===== src/rtl/store_buffer_fwd.sv =====
// store_buffer_fwd: parametrised store FIFO sitting between the LSU commit
// point and the D-cache write port. Provides valid/ready enqueue and drain,
// optional coalescing of a store into the youngest entry, and combinational
// store-to-load forwarding that distinguishes full hits from partial hits.

package store_buffer_fwd_pkg;
   typedef enum logic [1:0] {
      SIZE_BYTE = 2'd0,
      SIZE_HALF = 2'd1,
      SIZE_WORD = 2'd2
   } cache_access_size_t;
endpackage

module store_buffer_fwd
   import store_buffer_fwd_pkg::*;
#(
   parameter int NUM_ENTRIES = 4,
   parameter int ADDR_SIZE   = 32,
   parameter int WORD_SIZE   = 32,
   parameter bit COALESCE    = 1'b1
) (
   input  logic                           clk_i,
   input  logic                           reset_ni,
   input  logic                           put_valid_i,
   output logic                           put_ready_o,
   input  logic [ADDR_SIZE-1:0]           put_addr_i,
   input  logic [WORD_SIZE-1:0]           put_data_i,
   input  cache_access_size_t             put_size_i,
   output logic                           get_valid_o,
   input  logic                           get_ready_i,
   output logic [ADDR_SIZE-1:0]           get_addr_o,
   output logic [WORD_SIZE-1:0]           get_data_o,
   output logic [WORD_SIZE/8-1:0]         get_mask_o,
   input  logic [ADDR_SIZE-1:0]           lookup_addr_i,
   input  cache_access_size_t             lookup_size_i,
   output logic                           lookup_hit_o,
   output logic                           lookup_partial_o,
   output logic [WORD_SIZE-1:0]           lookup_data_o,
   output logic [$clog2(NUM_ENTRIES):0]   count_o
);

   localparam int BYTES = WORD_SIZE / 8;
   localparam int OFS   = $clog2(BYTES);
   localparam int IDX   = $clog2(NUM_ENTRIES);
   localparam int CNT   = IDX + 1;

   // Entry storage; kept in flops because forwarding reads every entry at once.
   logic [ADDR_SIZE-1:0] addr_reg [NUM_ENTRIES];
   logic [WORD_SIZE-1:0] data_reg [NUM_ENTRIES];
   logic [BYTES-1:0]     mask_reg [NUM_ENTRIES];
   logic [IDX-1:0]       head_reg, tail_reg, head_next, tail_next;
   logic [CNT-1:0]       count_reg, count_next;

   // Byte-enable pattern of an access at lane 0.
   function automatic logic [BYTES-1:0] size_mask(input cache_access_size_t s);
      logic [BYTES-1:0] m;
      m = '0;
      case (s)
         SIZE_BYTE: m[0]   = 1'b1;
         SIZE_HALF: m[1:0] = 2'b11;
         default:   m[3:0] = 4'hF;
      endcase
      return m;
   endfunction

   // ---------------- enqueue side ----------------
   logic [OFS-1:0]       put_ofs;
   logic [BYTES-1:0]     put_mask;
   logic [WORD_SIZE-1:0] put_data_sh, put_lane_data, merge_data;
   logic [ADDR_SIZE-1:0] put_word_addr;
   logic [IDX-1:0]       youngest_idx;
   logic                 put_fire, get_fire, merge, alloc;

   assign put_ofs       = put_addr_i[OFS-1:0];
   assign put_mask      = size_mask(put_size_i) << put_ofs;
   assign put_data_sh   = put_data_i << {put_ofs, 3'b000};
   assign put_word_addr = {put_addr_i[ADDR_SIZE-1:OFS], {OFS{1'b0}}};
   assign youngest_idx  = head_reg - IDX'(1);

   assign put_ready_o = (count_reg != CNT'(NUM_ENTRIES));
   assign get_valid_o = (count_reg != '0);
   assign put_fire    = put_valid_i & put_ready_o;
   assign get_fire    = get_valid_o & get_ready_i;

   // The youngest entry may only absorb a store if it is not leaving this cycle.
   assign merge = COALESCE && put_fire && (count_reg != '0) &&
                  (addr_reg[youngest_idx] == put_word_addr) &&
                  (!get_fire || (youngest_idx != tail_reg));
   assign alloc = put_fire && !merge;

   assign head_next  = head_reg + IDX'(alloc);
   assign tail_next  = tail_reg + IDX'(get_fire);
   assign count_next = count_reg + CNT'(alloc) - CNT'(get_fire);

   // Per-lane data for a fresh entry (unwritten lanes zero) and for a merge.
   genvar gi;
   generate
      for (gi = 0; gi < BYTES; gi++) begin : g_put_lane
         assign put_lane_data[8*gi +: 8] = put_mask[gi] ? put_data_sh[8*gi +: 8] : 8'h00;
         assign merge_data[8*gi +: 8]    = put_mask[gi] ? put_data_sh[8*gi +: 8]
                                                        : data_reg[youngest_idx][8*gi +: 8];
      end
   endgenerate

   // Pointer, count and entry update; merge and allocate are mutually exclusive.
   always_ff @(posedge clk_i or negedge reset_ni) begin
      if (!reset_ni) begin
         for (int i = 0; i < NUM_ENTRIES; i++) begin
            addr_reg[i] <= '0;
            data_reg[i] <= '0;
            mask_reg[i] <= '0;
         end
         head_reg  <= '0;
         tail_reg  <= '0;
         count_reg <= '0;
      end else begin
         if (alloc) begin
            addr_reg[head_reg] <= put_word_addr;
            data_reg[head_reg] <= put_lane_data;
            mask_reg[head_reg] <= put_mask;
         end
         if (merge) begin
            data_reg[youngest_idx] <= merge_data;
            mask_reg[youngest_idx] <= mask_reg[youngest_idx] | put_mask;
         end
         head_reg  <= head_next;
         tail_reg  <= tail_next;
         count_reg <= count_next;
      end
   end

   // ---------------- drain side ----------------
   assign get_addr_o = addr_reg[tail_reg];
   assign get_data_o = data_reg[tail_reg];
   assign get_mask_o = mask_reg[tail_reg];
   assign count_o    = count_reg;

   // ---------------- forwarding ----------------
   logic [ADDR_SIZE-1:0] lookup_word_addr;
   logic [OFS-1:0]       lookup_ofs;
   logic [BYTES-1:0]     req_mask, lane_cov, covered;
   logic [WORD_SIZE-1:0] lane_data, req_bits;
   logic [IDX-1:0]       age_idx [NUM_ENTRIES];
   logic [NUM_ENTRIES-1:0] age_match;

   assign lookup_ofs       = lookup_addr_i[OFS-1:0];
   assign lookup_word_addr = {lookup_addr_i[ADDR_SIZE-1:OFS], {OFS{1'b0}}};
   assign req_mask         = size_mask(lookup_size_i) << lookup_ofs;

   // age_idx[k] is the k-th oldest slot; only occupied slots may match.
   generate
      for (gi = 0; gi < NUM_ENTRIES; gi++) begin : g_age
         assign age_idx[gi]   = tail_reg + IDX'(gi);
         assign age_match[gi] = (CNT'(gi) < count_reg) &&
                                (addr_reg[age_idx[gi]] == lookup_word_addr);
      end
      for (gi = 0; gi < BYTES; gi++) begin : g_req_bits
         assign req_bits[8*gi +: 8] = {8{req_mask[gi]}};
      end
   endgenerate

   // Walk oldest to youngest so that younger matching bytes override older ones.
   always_comb begin
      lane_cov  = '0;
      lane_data = '0;
      for (int k = 0; k < NUM_ENTRIES; k++) begin
         if (age_match[k]) begin
            for (int b = 0; b < BYTES; b++) begin
               if (mask_reg[age_idx[k]][b]) begin
                  lane_cov[b]          = 1'b1;
                  lane_data[8*b +: 8]  = data_reg[age_idx[k]][8*b +: 8];
               end
            end
         end
      end
   end

   assign covered          = lane_cov & req_mask;
   assign lookup_hit_o     = (covered == req_mask);
   assign lookup_partial_o = (covered != '0) && !lookup_hit_o;
   assign lookup_data_o    = lookup_hit_o ? ((lane_data & req_bits) >> {lookup_ofs, 3'b000})
                                          : '0;

endmodule


===== config.mk =====
export PLATFORM = sky130hd
export DESIGN_NAME = store_buffer_fwd
export DESIGN_NICKNAME = d
export VERILOG_FILES = /design/src/rtl/store_buffer_fwd.sv
export SDC_FILE = /design/constraint.sdc
export NUM_CORES = 1
export LEC_CHECK = 0
export ABC_AREA = 0
export BUFFER_PORTS_ARGS = -buffer_cell sky130_fd_sc_hd__buf_2
export CORE_MARGIN = 2
export CORE_UTILIZATION = 35
export DETAILED_ROUTE_END_ITERATION = 10
export SLEW_MARGIN = 30
export SYNTH_ARGS = -nofsm -noshare
export SYNTH_HDL_FRONTEND = slang
export SYNTH_SLANG_ARGS = --single-unit
export TNS_END_PERCENT = 30

===== constraint.sdc =====
create_clock -name clk_i -period 7.3 [get_ports clk_i]
set_input_delay 0.365 -clock clk_i [delete_from_list [all_inputs] [get_ports clk_i]]
set_output_delay 0.365 -clock clk_i [all_outputs]
set_load 0.01 [all_outputs]

==> flow_metrics.env, run 1 <==
export IMPL_outcome="finished, final reports clean"
export IMPL_clkLatencyLatePin_ns=0.62
export IMPL_wl_met2_um=43600
export IMPL_place_gp_congestion=1.01
export IMPL_yosysTopAreaCell="dfrtp_1"
export IMPL_rsz0062_at_grt="false"
export IMPL_synthFlopType="dfrtp_1"
export IMPL_rows=98
export IMPL_synth_adder_area_share_pct=0.766
export IMPL_vias=23100
export IMPL_async_reset_ff_share_pct=100
export IMPL_arrival_ns=6.34
export IMPL_synth_edf_count=0
export IMPL_worst_pin_slew_ns=1.04
export IMPL_max_slew_margin_pct=30.7
export IMPL_initial_utilization_pct=35.5
export IMPL_clk_pin_slew_ns=0.07
export IMPL_final_max_slew_viol_count=0
export IMPL_endpoint_kind="primary output"
export IMPL_antenna_found_initial=8
export IMPL_dp_hpwl_um=73300
export IMPL_cts_sinks=271
export IMPL_io_buffers=208
export IMPL_setup_slack_ns=0.599
export IMPL_clockRootBuffer="clkbuf_16"
export IMPL_grt_pass1_vias=21500
export IMPL_io_pins=211
export IMPL_routed_wl_um=97700
export IMPL_syn_area_mm2=0.0255
export IMPL_placed_cells=3618
export IMPL_synthXorXnorAreaFrac_pct=4.85
export IMPL_p_sw_share_pct=49.3
export IMPL_fin_cells=3680
export IMPL_maxCapViolCount=0
export IMPL_yosys_register_bits=271
export IMPL_synthTopCellsByArea="dfrtp_1 (27%), mux4_2 (11%), mux2i_1 (10%)"
export IMPL_power_density_cell_area_mw_per_mm2=510
export IMPL_dp_slack_ns=1.37
export IMPL_final_min_clock_period_ns=6.70
export IMPL_p_leak_uw=0.0113
export IMPL_yosys_warnings=0
export IMPL_area_delta_synth_final_pct=10.0
export IMPL_nNetsFinal=2821
export IMPL_first_pass_iters=7
export IMPL_cts_inserted_buffers=31
export IMPL_m1WireLength_um=42100
export IMPL_netlist_area_leader_share_pct=26.6
export IMPL_track_usage_pct=25.3
export IMPL_yosysMostFrequentCell="dfrtp_1"
export IMPL_die_w_um=274
export IMPL_switching_power_uw=7050
export IMPL_fp_dieH_um=274
export IMPL_die_area_mm2=0.0750
export IMPL_drtIter0Drc=2495
export IMPL_p_int_uw=7240
export IMPL_pwr_share_seq_pct=23.0
export IMPL_globalRoute_totalOverflow=0
export IMPL_ctsResizeCount=0
export IMPL_synth_commonest_cells="dfrtp_1 (271), mux2i_1 (256), mux2_2 (209)"
export IMPL_ff_latch_area_mm2=0.00679
export IMPL_synth_compound_area_share_pct=17.6
export IMPL_startpoint_type="flip-flop"
export IMPL_met3WireLength_um=8460
export IMPL_synth_simple_gate_area_share_pct=14.3
export IMPL_coreArea_mm2=0.0717
export IMPL_fillers=7125
export IMPL_ant_nets=0
export IMPL_finalClockSkew_ns=0.0133
export IMPL_grt_pass1_wl_um=145000
export IMPL_syn_area_per_cell_um2=9.62
export IMPL_cts_buffer_depth=3
export IMPL_critPathMaxFanout=44
export IMPL_viasPerCell=6.29
export IMPL_p_clk_share_pct=11.6
export IMPL_highest_layer="met5"
export IMPL_htree_levels=1
export IMPL_grt_max_degree=113
export IMPL_cts_tree="yes"
export IMPL_combPwrFrac_pct=65.4
export IMPL_drc=0
export IMPL_cts_setup_buffers=0
export IMPL_hp_class="input port to flip-flop"
export IMPL_ys_seq_area_share_pct=26.6
export IMPL_cp_required_ns=6.93
export IMPL_finalSetupTns_ns=0
export IMPL_setup_viol=0
export IMPL_wl_per_cell_um=26.5
export IMPL_multi_input_area_mm2=0.0174
export IMPL_largest_reg_flops=128
export IMPL_hold_violations=0
export IMPL_synth_top_family_by_area="multiplexers"
export IMPL_whs_ns=0.0448
export IMPL_layout_drive_gt1_share_pct=25.7
export IMPL_ir_worst_vdd_v=0.000287
export IMPL_fmax_ghz=0.149
export IMPL_muxShareOfSynthArea_pct=30.4
export IMPL_synth_cell_types=94
export IMPL_path_class="flip-flop to primary output"
export IMPL_netlist_instances=2647
export IMPL_fin_crit_sh_pct=91.8
export IMPL_hold_buffers=1
## worst paths after layout
check                      slack [ns]                   from                   endpoint  cells after the start
max in group asynchronous        5.63               reset_ni     data_reg[26]$_DFF_PN0_                      3
max reg2reg                      1.66  head_reg[0]$_DFF_PN0_      data_reg[0]$_DFF_PN0_                     13
max                              0.60  tail_reg[1]$_DFF_PN0_          lookup_data_o[24]                     13
min in group asynchronous        0.35               reset_ni   addr_reg[60]$_DFFE_PN0P_                      2
min                              0.04         put_addr_i[23]  addr_reg[119]$_DFFE_PN0P_                      2
min reg2reg                      0.54  mask_reg[4]$_DFF_PN0_      mask_reg[4]$_DFF_PN0_                      1
## cell usage in the layout, fill, tap and decap left out, drive strengths merged, types with 7 or more instances in the layout
| cell type | instances |
|---|---|
| a211oi | 144 |
| a311oi | 9 |
| nand3 | 28 |
| xor2 | 19 |
| o2111ai | 10 |
| nand2b | 12 |
| buf | 251 |
| xnor2 | 122 |
| nor2b | 115 |
| mux2i | 261 |
| and3 | 17 |
| o2bb2ai | 11 |
| a22oi | 17 |
| nor3 | 46 |
| clkinv | 8 |
| nor4 | 21 |
| a221o | 33 |
| mux2 | 209 |
| nand4 | 59 |
| o21a | 21 |
| nand3b | 7 |
| o211ai | 29 |
| nor2 | 185 |
| and2 | 15 |
| o22ai | 14 |
| a21oi | 198 |
| nand4b | 9 |
| inv | 44 |
| a2111oi | 7 |
| mux4 | 123 |
| ha | 14 |
| a32oi | 7 |
| dfrtp | 271 |
| nand2 | 127 |
| o21ai | 90 |
| a221oi | 15 |
| or2 | 17 |
| clkbuf | 44 |
| o32ai | 10 |
## stage by stage
stage               total power (µW)  util [%]  cell area, µm²
finish                         14300      39.1           28000
global route                   15100      39.1           28000
CTS                            14100      39.1           28000
detailed placement             12400      37.6           27000
global placement               12400      37.6           27000
floorplan                       9680         -           25500
## logic make-up after synthesis
family / Yosys count
simple gates: 688
compound gates: 663
mux: 593
buf+inv: 275
flops: 271
xor+xnor: 141
fa+ha+maj: 15
other cells: 1
## power groups by stage
stage          clock (µW)  sequential (µW)  combinational [µW]
6_report             1660             3280                9350
5_1_grt              1740             3390                9930
4_1_cts              1680             3240                9220
3_5_place_dp            0             3250                9170
3_3_place_gp            0             3230                9120
2_1_floorplan           0             2790                6880
## final cells by class
cell class	instances	share of cell area, %
multi-input combinational	2102	62.1
timing repair buffer	252	5.01
tap	950	4.24
sequential	271	24.2
antenna	5	0.0446
clock buffer	44	3.19
inverter	44	0.602
clock inverter	12	0.540
## worst max-delay path: stages (launching register included)
cell and delay, ns:
dfrtp_4 0.80, buf_4 0.66, mux2i_2 0.48, mux2i_1 0.15, xnor2_1 0.41, nand4_1 0.20, or3_1 0.59, or3_1 0.66
nand4_2 0.20, nand4_2 0.16, clkinv_2 0.23, nand3_1 0.39, a21oi_1 0.50, buf_2 0.22
## per-layer routing
layer | global-route usage [%] | vias to the layer above
met5 | 0 | -
met4 | 8.63 | 6
met3 | 5.10 | 191
met2 | 38.7 | 1112
met1 | 35.6 | 11600
li1 | - | 10200
Power figures use the tool's default switching activity.
==> run 2, diff against run 1 <==
--- a/config.mk
+++ b/config.mk
@@ -6,10 +6,9 @@
 export NUM_CORES = 1
 export LEC_CHECK = 0
 export ABC_AREA = 0
-export BUFFER_PORTS_ARGS = -buffer_cell sky130_fd_sc_hd__buf_2
-export CORE_MARGIN = 2
 export CORE_UTILIZATION = 35
 export DETAILED_ROUTE_END_ITERATION = 10
+export DONT_BUFFER_PORTS = 1
 export SLEW_MARGIN = 30
 export SYNTH_ARGS = -nofsm -noshare
 export SYNTH_HDL_FRONTEND = slang
==> run 2 against run 1 <==
Effect of this change:
- global-route usage up 1.3 points
- utilization down 0.72 points
- total power fell by 0.65%
- cell count fell by 4.4%
- fmax shrank 0.18%
- critical path depth down 2
- critical path type unchanged
- largest cell class unchanged
==> flow_metrics.env, run 2 (synthesis results as in run 1) <==
export IMPL_outcome="finished, final reports clean"
export IMPL_io_buffers=0
export IMPL_initial_utilization_pct=35.5
export IMPL_fillers=7100
export IMPL_cts_setup_buffers=0
export IMPL_fin_crit_sh_pct=92.0
export IMPL_max_slew_margin_pct=33.0
export IMPL_die_w_um=272
export IMPL_routed_wl_um=101000
export IMPL_holdPathStages=3
export IMPL_area_delta_synth_final_pct=8.01
export IMPL_dp_hpwl_um=75300
export IMPL_clk_pin_slew_ns=0.06
export IMPL_drc=0
export IMPL_rows=98
export IMPL_grt_pass1_vias=21900
export IMPL_fmax_ghz=0.149
export IMPL_worstHoldStart="put_addr_i[1]"
export IMPL_place_area_mm2=0.0260
export IMPL_hold_violations=0
export IMPL_power_density_cell_area_mw_per_mm2=516
export IMPL_rsz0062_at_grt="false"
export IMPL_hold_buffers=40
export IMPL_clkLatencyLatePin_ns=0.62
export IMPL_track_usage_pct=26.7
export IMPL_grt_pass1_wl_um=150000
export IMPL_ir_worst_vdd_v=0.000361
export IMPL_clockRootBuffer="clkbuf_16"
export IMPL_viasPerCell=6.47
export IMPL_cts_inserted_buffers=31
export IMPL_ant_nets=0
export IMPL_fin_area_mm2=0.0275
export IMPL_startpoint_type="flip-flop"
export IMPL_p_leak_uw=0.0106
export IMPL_final_max_slew_viol_count=0
export IMPL_power_uw=14200
export IMPL_timing_rr_start="head_reg[0]$_DFF_PN0_"
export IMPL_largest_reg_flops=128
export IMPL_htree_levels=1
export IMPL_critPathMaxFanout=47
export IMPL_maxCapViolCount=0
export IMPL_antenna_found_initial=3
export IMPL_cts_buffer_depth=3
export IMPL_first_pass_iters=6
export IMPL_r2r_end="data_reg[35]$_DFF_PN0_"
export IMPL_fp_dieH_um=272
export IMPL_die_area_mm2=0.0739
export IMPL_globalRoute_totalOverflow=0
export IMPL_setup_slack_ns=0.587
export IMPL_layout_drive_gt1_share_pct=19.6
export IMPL_wl_per_cell_um=28.8
export IMPL_finalSetupTns_ns=0
export IMPL_io_pins=211
export IMPL_hp_class="input port to flip-flop"
export IMPL_path_class="flip-flop to primary output"
export IMPL_cp_required_ns=6.93
export IMPL_finalClockSkew_ns=0.0160
export IMPL_reg2regPathDepth=13
export IMPL_whs_ns=0.0772
export IMPL_final_cell_mix="dfrtp_1 (268), mux2i_1 (256), mux2_2 (209)"
export IMPL_hold_end="mask_reg[13]$_DFF_PN0_"
export IMPL_final_common_cell="dfrtp_1"
export IMPL_cts_sinks=271
export IMPL_final_min_clock_period_ns=6.71
export IMPL_endpoint_kind="primary output"
export IMPL_dp_slack_ns=1.42
export IMPL_r2r_slack_ns=1.57
export IMPL_ctsResizeCount=0
export IMPL_setup_viol=0
export IMPL_worst_pin_slew_ns=1.00
export IMPL_drtIter0Drc=2489
export IMPL_vias=22800
export IMPL_place_gp_congestion=1.02
export IMPL_grt_max_degree=272
export IMPL_cts_tree="yes"
export IMPL_arrival_ns=6.35
export IMPL_nNetsFinal=2662
export IMPL_coreArea_mm2=0.0717
run 2: cell count changes in the layout (fill, tap and decap cells not counted), sizes merged, moves of 2 or more:
| cell | before | now |
|---|---|---|
| dlygate4sd3 | 1 | 39 |
| clkinvlp | 1 | 3 |
| diode | 5 | 1 |
| clkbuf | 44 | 46 |
| buf | 251 | 54 |
run 2: layout make-up:
cell class	count	area, µm²	area share, %
clock buffers	46	902	3.28
multi-input cells	2102	17400	63.4
inverters	44	171	0.623
clock inverters	12	125	0.455
well taps	950	1190	4.32
diodes	1	2.50	0.00909
flip-flops and latches	271	6790	24.7
repair buffers	93	897	3.26
run 2: how the worst max path moves through the flow:
| stage | start | to | slack (ns) | cells after the start |
|---|---|---|---|---|
| 2_1_floorplan | head_reg[0]$_DFF_PN0_ | mask_reg[10]$_DFF_PN0_ | 2.17 | 21 |
| 3_3_place_gp | tail_reg[1]$_DFF_PN0_ | lookup_data_o[3] | 1.42 | 10 |
| 3_5_place_dp | tail_reg[1]$_DFF_PN0_ | lookup_data_o[23] | 1.42 | 11 |
| 4_1_cts | tail_reg[1]$_DFF_PN0_ | lookup_data_o[23] | 0.71 | 11 |
| 5_1_grt | tail_reg[1]$_DFF_PN0_ | lookup_data_o[23] | 0.37 | 11 |
| 6_report | tail_reg[1]$_DFF_PN0_ | lookup_data_o[23] | 0.59 | 11 |
run 2: through the flow:
stage | util (%) | cells
finish | 38.4 | 3519
global route | 38.4 | 3518
global placement | 36.2 | 3418
floorplan | - | 2648
detailed placement | 36.2 | 3418
CTS | 38.3 | 3516
run 2: per-layer routing:
layer | GRT usage, % | wire length, µm | up-vias
li1 | - | - | 9900
met1 | 35.2 | 41500 | 11500
met2 | 42.2 | 46200 | 1153
met3 | 7.32 | 10400 | 191
met4 | 8.21 | 3290 | 4
met5 | 0 | 29 | -
run 2: power by group:
| group | switching (µW) | total [µW] | internal (µW) |
|---|---|---|---|
| Clock | 704 | 1630 | 922 |
| Combinational | 5390 | 9260 | 3870 |
| Sequential | 1080 | 3310 | 2230 |
| Total | 7180 | 14200 | 7020 |
run 2: worst max-delay path, cell delays in order (launching register included):
cell and delay (ns):
dfrtp_4 0.91, buf_4 0.41, mux2i_1 0.26, xnor2_1 0.09
nor4_1 0.58, a21oi_1 0.24, nor4b_4 0.86, nand3_1 0.86
nor3b_2 0.77, nand2_1 0.13, o311a_1 0.13, a21oi_1 0.45
